[config.mk]
export PLATFORM = sky130hd
export DESIGN_NAME = countdown_timer
export DESIGN_NICKNAME = d
export VERILOG_FILES = /design/src/rtl/countdown_timer.sv
export SDC_FILE = /design/constraint.sdc
export NUM_CORES = 1
export LEC_CHECK = 0
export CAP_MARGIN = 20
export CELL_PAD_IN_SITES_DETAIL_PLACEMENT = 1
export CELL_PAD_IN_SITES_GLOBAL_PLACEMENT = 1
export CORE_ASPECT_RATIO = 0.9
export CORE_MARGIN = 3
export CORE_UTILIZATION = 46
export DETAILED_ROUTE_END_ITERATION = 8
export DONT_BUFFER_PORTS = 1
export PLACE_DENSITY = 0.77
export RECOVER_POWER = 50
export SLEW_MARGIN = 20
export SYNTH_ARGS = -nofsm -noshare
export SYNTH_HDL_FRONTEND = slang
export SYNTH_SLANG_ARGS = --single-unit
[constraint.sdc]
create_clock -name clk_100MHZ -period 3.65 [get_ports clk_100MHZ]
set_input_delay 0.73 -clock clk_100MHZ [delete_from_list [all_inputs] [get_ports clk_100MHZ]]
set_output_delay 0.73 -clock clk_100MHZ [all_outputs]
set_load 0.1 [all_outputs]
[src/rtl/countdown_timer.sv]
// countdown_timer: BCD HH:MM:SS countdown with a 1 Hz tick enable derived
// from clk_100MHZ. Loads a validated preset, counts down, pauses/resumes,
// and flags expiry.
// Optional feature macro: COUNTDOWN_AUTO_RELOAD_EN (reload the last accepted
// preset on expiry and keep running instead of stopping in EXPIRED).
module countdown_timer #(
    parameter int TICK_DIV = 100000000
) (
    input  logic        clk_100MHZ,
    input  logic        reset_n,
    input  logic        load,
    input  logic        start_stop,
    input  logic [23:0] preset_bcd,
    output logic [23:0] time_bcd,
    output logic        running,
    output logic        expired,
    output logic        done,
    output logic        load_err,
    output logic        blink
);
    localparam int PW = (TICK_DIV > 1) ? $clog2(TICK_DIV) : 1;
    localparam logic [PW-1:0] LAST = PW'(TICK_DIV - 1);
    localparam logic [PW-1:0] HALF = PW'(TICK_DIV / 2);

    typedef enum logic [1:0] {IDLE, RUNNING, PAUSED, EXPIRED} state_t;

    state_t        state_reg;
    logic [PW-1:0] presc_reg;
    logic [23:0]   time_reg;
    logic          running_reg;
    logic          expired_reg;
    logic          done_reg;
    logic          load_err_reg;
    logic          load_prev_reg;
    logic          ss_prev_reg;
    logic          armed_reg;
`ifdef COUNTDOWN_AUTO_RELOAD_EN
    logic [23:0]   shadow_reg;
`endif

    // Button events: armed_reg suppresses a level that was already high when
    // reset released, so a press held through reset never fires.
    logic load_ev;
    logic ss_ev;
    assign load_ev = armed_reg && load && !load_prev_reg;
    assign ss_ev   = armed_reg && start_stop && !ss_prev_reg;

    // Per-digit BCD borrow chain for the decrement and digit range checks.
    logic [5:0]  borrow;
    logic [23:0] time_dec;
    logic [5:0]  digit_ok;
    assign borrow[0] = 1'b1;

    for (genvar gi = 0; gi < 6; gi++) begin : g_digit
        // tens of seconds and tens of minutes wrap to 5, all others to 9
        localparam logic [3:0] WRAP = ((gi == 1) || (gi == 3)) ? 4'd5 : 4'd9;
        logic [3:0] digit;
        assign digit = time_reg[gi*4 +: 4];
        assign time_dec[gi*4 +: 4] = !borrow[gi]      ? digit :
                                     (digit == 4'd0)  ? WRAP  : digit - 4'd1;
        assign digit_ok[gi] = (preset_bcd[gi*4 +: 4] <= 4'd9);
        if (gi < 5) begin : g_borrow
            assign borrow[gi+1] = borrow[gi] && (digit == 4'd0);
        end
    end

    logic preset_ok;
    assign preset_ok = (&digit_ok)
                    && (preset_bcd[15:12] <= 4'd5)
                    && (preset_bcd[7:4]   <= 4'd5)
                    && (preset_bcd[23:20] <= 4'd2)
                    && !((preset_bcd[23:20] == 4'd2) && (preset_bcd[19:16] > 4'd3));

    logic is_zero;
    logic is_one;
    assign is_zero = (time_reg == 24'h000000);
    assign is_one  = (time_reg == 24'h000001);

    // Control FSM, prescaler, time register and registered status outputs.
    always_ff @(posedge clk_100MHZ) begin
        if (!reset_n) begin
            state_reg     <= IDLE;
            presc_reg     <= '0;
            time_reg      <= '0;
            running_reg   <= 1'b0;
            expired_reg   <= 1'b0;
            done_reg      <= 1'b0;
            load_err_reg  <= 1'b0;
            load_prev_reg <= 1'b0;
            ss_prev_reg   <= 1'b0;
            armed_reg     <= 1'b0;
`ifdef COUNTDOWN_AUTO_RELOAD_EN
            shadow_reg    <= '0;
`endif
        end else begin
            armed_reg     <= 1'b1;
            load_prev_reg <= load;
            ss_prev_reg   <= start_stop;
            expired_reg   <= 1'b0;
            load_err_reg  <= 1'b0;
            case (state_reg)
                IDLE, PAUSED, EXPIRED: begin
                    if (load_ev) begin
                        // load wins over a simultaneous start_stop
                        if (preset_ok) begin
                            time_reg  <= preset_bcd;
                            state_reg <= IDLE;
                            done_reg  <= 1'b0;
                            presc_reg <= '0;
`ifdef COUNTDOWN_AUTO_RELOAD_EN
                            shadow_reg <= preset_bcd;
`endif
                        end else begin
                            load_err_reg <= 1'b1;
                        end
                    end else if (ss_ev && (state_reg != EXPIRED) && !is_zero) begin
                        state_reg   <= RUNNING;
                        running_reg <= 1'b1;
                        // a fresh start begins a full second; resume keeps the partial one
                        if (state_reg == IDLE) begin
                            presc_reg <= '0;
                        end
                    end
                end
                RUNNING: begin
                    if (ss_ev) begin
                        state_reg   <= PAUSED;
                        running_reg <= 1'b0;
                    end else if (presc_reg == LAST) begin
                        presc_reg <= '0;
                        if (is_one) begin
                            expired_reg <= 1'b1;
`ifdef COUNTDOWN_AUTO_RELOAD_EN
                            time_reg    <= shadow_reg;
`else
                            time_reg    <= '0;
                            state_reg   <= EXPIRED;
                            running_reg <= 1'b0;
                            done_reg    <= 1'b1;
`endif
                        end else begin
                            time_reg <= time_dec;
                        end
                    end else begin
                        presc_reg <= presc_reg + PW'(1);
                    end
                end
                default: state_reg <= IDLE;
            endcase
        end
    end

    assign time_bcd = time_reg;
    assign running  = running_reg;
    assign expired  = expired_reg;
    assign done     = done_reg;
    assign load_err = load_err_reg;
    assign blink    = running_reg && (presc_reg < HALF);

endmodule

Word level (Yosys, flattened, before mapping) --
Index checks and enable logic that the tools add are counted.
Cells by class: $add $sub $neg 7, order comparisons 11, eq/ne operators 24, mux-type cells 46, bitwise logic cells 3, reduce and logical (&&, ||, !) cells 42
Operators with widths (count):
- $mux 27 | 6
- $mux 24 | 5
- $pmux 27 s2 | 1
- $pmux 24 s2 | 1
- $mux 4 | 11
- $ne 3x3->1 const B | 10
- $reduce_and 5->1 | 6
- $add 27x1->27 const B | 1
- $eq 27x27->1 const B | 1
- $lt 27x26->1 const B | 1
- $eq 24x1->1 const B | 1
- $le 4x4->1 const B | 6
- $logic_not 24->1 | 1
- $logic_not 4->1 | 6
- $sub 4x1->4 const B | 6
- $logic_and 1x1->1 | 16
- $ne 2x2->1 const B | 8
- $reduce_and 4->1 | 4
- $mux 1 | 13
- $mux 2 | 6
- $le 4x3->1 const B | 2
- $reduce_and 6->1 | 1
- $eq 2x2->1 const B | 2
- $eq 4x2->1 const B | 1
- 11 further kinds | 17
Storage, ports and cells: bits in registers 60, input port bits 28, output and inout bits 29, logic and storage cells 148

Depth between registers and ports, before layout --
Gate-level depths: netlist of the first run.
depth in word-level cells 10, mapped depth 10, mapped depth without buffers 7

Worst setup path before layout of the first run --
No wires, ideal clock.
path type reg2reg, from register time_reg[12], in the netlist time_bcd[12], to register presc_reg[1], library setup time 0.128 ns, arrival 3.008 ns, required time 3.522 ns, path slack 0.514 ns, stages on the path, launching flop included 10, path buffers 3, period minus slack after synthesis 3.136 ns, cell sequence dfxtp_1 > or4_4 > or4_4 > nor4b_4 > or3_1 > buf_6 > buf_6 > buf_8 > mux2i_1 > nor2_1
On the way: word-level cells in the longest chain between the ends 5
RTL lines:
- start: declaration | RTL line 29 | logic [23:0] time_reg;
- start signal: assignment | RTL line 106 | time_reg <= preset_bcd;
- start signal: assignment | RTL line 142 | time_reg <= time_dec;
- $logic_not 24->1 | RTL line 76 | assign is_zero = (time_reg == 24'h000000);
- $logic_not 1->1 | RTL line 116 | end else if (ss_ev && (state_reg != EXPIRED) && !is_zero) begin
- $logic_and 1x1->1 | RTL line 116
- $ne 3x3->1 (no source line)
- $reduce_and 4->1 (no source line)
- end signal: assignment | RTL line 145 | presc_reg <= presc_reg + PW'(1);
- end: declaration | RTL line 28 | logic [PW-1:0] presc_reg;
Every way passes these cells. A chain may end at the register's enable or synchronous reset.

Final worst setup path of the first run --
from register presc_reg[8], to output blink
On the way: word-level cells in the longest chain between the ends 2
RTL lines:
- $lt 27x26->1 | RTL line 158 | assign blink = running_reg && (presc_reg < HALF);
- $logic_and 1x1->1 | RTL line 158
- end: declaration | RTL line 19 | output logic blink
Every way passes these cells.

==> flow_metrics.py, run 1 <==
metrics = {
    "run_status": {
        "outcome": "complete, no violations",
    },
    "sta": {
        "slew_violations": 0,
        "hold_viol": 0,
        "finalClockSkew_ns": 0.00943,
        "holdWs_ns": 0.412,
        "setup_viol": 0,
        "worst_slew_pin_slew_ns": 1.42,
        "finalCritPeriodShare_pct": 85.1,
        "fin_tns_setup_ns": 0,
        "fin_crit_ns": 3.11,
        "slew_headroom_pct": 5.63,
        "rsz0062_at_grt": "no",
        "max_freq_mhz": 322,
    },
    "yosys": {
        "synth_top_family_by_area": "simple AND/OR/NAND/NOR gates",
        "ys_warn_count": 0,
        "postSynthCellCount": 452,
        "synth_nets": 481,
        "synth_compound_area_share_pct": 26.7,
        "post_synth_xor_area_fraction_pct": 1.26,
        "async_flop_share_pct": 0,
        "yosysUniqueCellTypes": 58,
        "postSynthAreaPerCell_um2": 7.68,
        "synth-edff-count": 0,
        "synthSimpleGateAreaFrac_pct": 31.6,
        "syn_area_um2": 3470,
        "ys_seq_area_share_pct": 34.6,
        "ys.flop_type": "dfxtp_1",
        "synthAdderAreaFrac_pct": 0.361,
        "yosys-mux-area-fraction_pct": 0.577,
        "synth_seq_cells": 60,
    },
    "cts": {
        "hold_buffers": 0,
        "cts.sinks": 60,
        "clockBufferDepth": 2,
        "tritoncts": "yes",
        "htree_levels": 3,
        "clkTransAtPathRegs_ns": 0.07,
        "cts_buffers": 9,
        "cts_resized": 0,
        "clockRootBuffer": "clkbuf_8",
        "insertion_delay_ns": 0.35,
        "cts_setup_buffers": 0,
    },
    "placement": {
        "io_buffers": 0,
        "placed_area_um2": 3700,
        "gp_congestion": 0.816,
        "dp.final_hpwl_mm": 8.16,
    },
    "job": {
        "maxCapViolCount": 0,
    },
    "drt": {
        "drt_pre_antenna_iters": 4,
        "postRouteAntennaNets": 0,
        "vias": 3660,
        "drc": 0,
        "drt_first_iter_violations": 233,
        "routed_wirelength_mm": 11.4,
        "routedWlPerCell_um": 20.2,
        "routed_via_density": 6.48,
    },
    "power_and_ir_drop": {
        "power_frac_seq_pct": 52.8,
        "p_sw_uw": 304,
        "powerDensity_nw_per_um2": 333,
        "swShare_pct": 24.2,
        "cellLeakagePower_nw": 1.25,
        "pwr-share-comb_pct": 4.2,
        "power.internal_uw": 952,
        "ir_worst_vdd_mv": 0.166,
        "p_clk_share_pct": 43.0,
    },
    "finish": {
        "fin_area_um2": 3770,
        "fillerInstances": 930,
        "nets": 497,
        "largest_register_ffs": 27,
        "fin_util_pct": 52.4,
        "syn2layout_area_growth_pct": 8.58,
        "drive_gt1_share_pct": 6.14,
        "antenna_cells": 0,
    },
    "floorplan": {
        "rows": 29,
        "ios": 57,
        "fp.dieArea_um2": 8620,
        "coreArea_um2": 7180,
        "fp.dieW_um": 97.5,
        "die_height_um": 88.4,
        "start_util_pct": 48.3,
    },
    "worst_setup_path": {
        "start_kind": "flip-flop",
        "cp.arrival_ns": 2.38,
        "critPathRequiredTime_ns": 2.92,
        "crit_path_end_kind": "output port",
        "cp_max_fo": 7,
        "path_class": "reg2out",
    },
    "grt": {
        "grt_pass1_wl_mm": 18.6,
        "grt_max_degree": 37,
        "grt_pass1_vias": 3711,
        "grt-ovfl-total": 0,
        "antenna_found_initial": 0,
        "grt_use_total_pct": 26.7,
    },
    "worst_hold_path": {
        "worstHoldPathType": "in2reg",
    },
}
==> cell type report <==
class / count / area (µm²) / share of cell area, %
Multi-Input combinational cell: 357 / 2100 / 55.7
Sequential cell: 60 / 1200 / 31.9
Timing Repair Buffer: 35 / 165 / 4.38
Clock buffer: 13 / 159 / 4.22
Tap cell: 93 / 116 / 3.09
Inverter: 5 / 18.8 / 0.498
Clock inverter: 2 / 10.0 / 0.266
==> power groups by stage <==
stage	clock, mW	sequential, mW	combinational (mW)
after floorplan	0	0.679	0.0448
after global placement	0	0.677	0.0507
after detailed placement	0	0.677	0.0521
after CTS	0.552	0.662	0.0525
after global routing	0.575	0.662	0.0582
final	0.540	0.663	0.0527
==> critical path, stage by stage (launching register included) <==
cell,delay (ns)
dfxtp_1,0.37
nor4_1,0.56
a21oi_1,0.13
o21ai_0,0.22
a21oi_1,0.11
o21ai_0,0.17
and3b_1,0.18
buf_4,0.28
==> worst paths after layout <==
kind	start	endpoint	slack, ns	depth (start not counted)
max	presc_reg[8]	blink	0.54	7
min	reset_n	armed_reg	0.41	0
max reg2reg	time_bcd[15]	presc_reg[16]	0.55	8
min reg2reg	presc_reg[22]	presc_reg[22]	0.50	2
==> synth_stat cells, types with 4 or more instances <==
cell type	count	area, µm²
a21oi_1	44	220
nand2_1	49	184
and3_1	4	25.0
clkbuf_1	24	90.1
a22oi_1	7	52.6
a211oi_1	7	52.6
nor2_1	41	154
nand4_1	6	37.5
inv_1	5	18.8
nor2b_1	4	25.0
a31oi_1	6	37.5
o21ai_1	14	70.1
o21a_1	5	37.5
nor3_1	10	50.1
dfxtp_1	60	1200
nor4_1	15	93.8
o21ai_0	17	85.1
or3_1	10	62.6
nand3_1	21	105
o31ai_1	19	143
and2_1	6	37.5
xnor2_1	4	35.0
or4_1	17	128
==> per-layer routing <==
| metal | wire (µm) | part of all wire, % | GRT usage (%) |
|---|---|---|---|
| met5 | 0 | 0 | 0 |
| met4 | 94 | 0.83 | 7.17 |
| met3 | 758 | 6.7 | 6.62 |
| met2 | 5160 | 45 | 42.2 |
| met1 | 5370 | 47 | 36.8 |
==> stage by stage <==
stage	total power, mW	instances	setup WS (ns)
global route	1.30	565	0.350
finish	1.26	565	0.544
global placement	0.728	550	0.641
detailed placement	0.729	550	0.560
CTS	1.27	565	0.582
floorplan	0.724	452	0.514
==> cells by family after synthesis <==
group | Yosys count
and+or+nand+nor | 205
AOI/OAI and AO/OA | 144
DFF | 60
buffers and inverters | 35
xor gates and xnor gates | 5
muxes | 2
adders and majority gates | 1
==> cell usage in the layout (no fill, tap or decap), types with 6 or more instances in the layout <==
master     n
a211oi_1   7
a21oi_1   44
a22oi_1    7
a31oi_1    6
buf_4      9
clkbuf_1  28
clkbuf_8  11
dfxtp_1   60
nand2_1   49
nand3_1   21
nand4_1    6
nor2_1    41
nor3_1    10
nor4_1    15
o21ai_0   18
o21ai_1   13
o31ai_1   19
or3_1     10
or4_1     18
(Power assumes the default switching activity.)
==> run 2, diff against run 1 <==
--- a/config.mk
+++ b/config.mk
@@ -10,10 +10,11 @@
 export CELL_PAD_IN_SITES_GLOBAL_PLACEMENT = 1
 export CORE_ASPECT_RATIO = 0.9
 export CORE_MARGIN = 3
-export CORE_UTILIZATION = 46
+export CORE_UTILIZATION = 40
+export CTS_CLUSTER_SIZE = 40
 export DETAILED_ROUTE_END_ITERATION = 8
 export DONT_BUFFER_PORTS = 1
-export PLACE_DENSITY = 0.77
+export PLACE_DENSITY = 0.68
 export RECOVER_POWER = 50
 export SLEW_MARGIN = 20
 export SYNTH_ARGS = -nofsm -noshare
==> flow_metrics.py, run 2 (synthesis results as in run 1) <==
metrics = {
    "placement": {
        "dp.final_hpwl_mm": 8.16,
        "placed_area_um2": 3750,
        "io_buffers": 0,
        "gp_congestion": 0.847,
    },
    "worst_setup_path": {
        "cp.arrival_ns": 3.47,
        "critPathRequiredTime_ns": 3.93,
        "crit_path_end_kind": "flip-flop",
        "critPathMostFrequentCell": "a21oi_1",
        "start_kind": "flip-flop",
        "path_class": "reg2reg",
        "r2r_cells": 7,
        "crit_family": "compound AO/OA/AOI/OAI gates",
        "cp_max_fo": 20,
        "worstPathBufferInverterCount": 2,
        "rr_startpoint": "state_reg[1]",
        "r2r-end": "time_bcd[5]",
        "cp-startpoint": "state_reg[1]",
        "r2r_setup_slack_ns": 0.45,
        "path_cells": "nand2b_1 -> clkbuf_1 -> nor2_1 -> a21oi_1 -> buf_4 -> o21ai_0 -> a21oi_1",
        "slowest_delay_ns": 0.93,
        "cp_slowest_cell": "a21oi_1",
    },
    "finish": {
        "layout_common_cells": "dfxtp_1 (60), nand2_1 (49), a21oi_1 (44), nor2_1 (41), clkbuf_1 (28)",
        "final_common_cell": "dfxtp_1",
        "drive_gt1_share_pct": 6.54,
        "nets": 498,
        "antenna_cells": 0,
        "fin_area_um2": 3860,
        "largest_register_ffs": 27,
        "syn2layout_area_growth_pct": 11.4,
    },
    "job": {
        "maxCapViolCount": 0,
    },
    "sta": {
        "setup_viol": 0,
        "worst_slew_pin_slew_ns": 1.40,
        "rsz0062_at_grt": "no",
        "finalCritPeriodShare_pct": 87.6,
        "finalClockSkew_ns": 0.00905,
        "fin_crit_ns": 3.20,
        "fin_tns_setup_ns": 0,
        "slew_headroom_pct": 6.78,
        "hold_viol": 0,
        "max_freq_mhz": 313,
        "slew_violations": 0,
    },
    "cts": {
        "tritoncts": "yes",
        "cts_buffers": 9,
        "hold_buffers": 0,
        "insertion_delay_ns": 0.35,
        "htree_levels": 3,
        "cts_setup_buffers": 0,
        "clockBufferDepth": 2,
        "cts_resized": 0,
        "clockRootBuffer": "clkbuf_8",
        "cts.sinks": 60,
        "clkTransAtPathRegs_ns": 0.07,
    },
    "run_status": {
        "outcome": "complete, no violations",
    },
    "worst_hold_path": {
        "min_from": "reset_n",
        "whs_path_depth": 0,
        "min_to": "armed_reg",
        "worstHoldPathType": "in2reg",
    },
    "grt": {
        "grt_use_total_pct": 23.6,
        "grt_pass1_vias": 3581,
        "grt_max_degree": 28,
        "grt_pass1_wl_mm": 18.7,
        "antenna_found_initial": 0,
        "grt-ovfl-total": 0,
    },
    "drt": {
        "vias": 3558,
        "drc": 0,
        "routed_via_density": 6.04,
        "routedWlPerCell_um": 19.1,
        "drt_first_iter_violations": 166,
        "postRouteAntennaNets": 0,
        "drt_pre_antenna_iters": 4,
        "routed_wirelength_mm": 11.3,
    },
    "power_and_ir_drop": {
        "ir_worst_vdd_mv": 0.138,
        "powerDensity_nw_per_um2": 361,
        "cellLeakagePower_nw": 1.28,
    },
    "floorplan": {
        "rows": 31,
        "coreArea_um2": 8220,
        "fp.dieW_um": 104,
        "fp.dieArea_um2": 9830,
        "start_util_pct": 42.2,
        "die_height_um": 94.4,
        "ios": 57,
    },
}
==> run 2: per-stage QoR <==
| step | setup slack [ns] | total power [mW] | util (%) | cells | hold WS, ns |
|---|---|---|---|---|---|
| finish | 0.453 | 1.39 | 47.0 | 589 | 0.400 |
| detailed placement | 0.486 | 0.731 | 45.6 | 573 | 0.501 |
| global route | 0.168 | 1.45 | 47.0 | 589 | 0.385 |
| CTS | 0.496 | 1.41 | 48.2 | 589 | 0.393 |
| global placement | 0.555 | 0.731 | 45.6 | 573 | 0.472 |
| floorplan | 0.514 | 0.724 | - | 452 | 0.450 |
==> run 2: layout make-up <==
type,instances,area [µm²]
Fill cell,1063,4360
Timing Repair Buffer,36,185
Multi-Input combinational cell,357,2100
Clock buffer,12,145
Sequential cell,60,1200
Tap cell,115,144
Inverter,5,18.8
Clock inverter,4,72.6
==> run 2: how the worst max path moves through the flow <==
stage | end | slack (ns) | cells past startpoint
3_5_place_dp | presc_reg[22] | 0.49 | 7
5_1_grt | time_bcd[3] | 0.17 | 7
4_1_cts | presc_reg[22] | 0.50 | 7
2_1_floorplan | presc_reg[1] | 0.51 | 9
3_3_place_gp | presc_reg[22] | 0.56 | 7
6_report | time_bcd[5] | 0.45 | 7
==> run 2: worst register-to-register path, cell delays in order, from the launching register on <==
cell and delay [ns]:
dfxtp_1 0.42, nand2b_1 0.35, clkbuf_1 0.68, nor2_1 0.15, a21oi_1 0.93, buf_4 0.31
o21ai_0 0.10, a21oi_1 0.20
==> run 2: metal layers <==
metal	share of wire [%]	wire, µm	global-route usage (%)	vias to the layer above
met5	0	0	0	-
met4	1.4	157	7.97	0
li1	-	-	-	1746
met2	42	4770	35.0	91
met1	50	5620	33.6	1707
met3	6.3	705	5.60	14
==> run 2: where the power goes <==
part	internal (mW)	switching, mW
registers	0.658	0.00485
logic	0.0177	0.0365
clock network	0.402	0.275
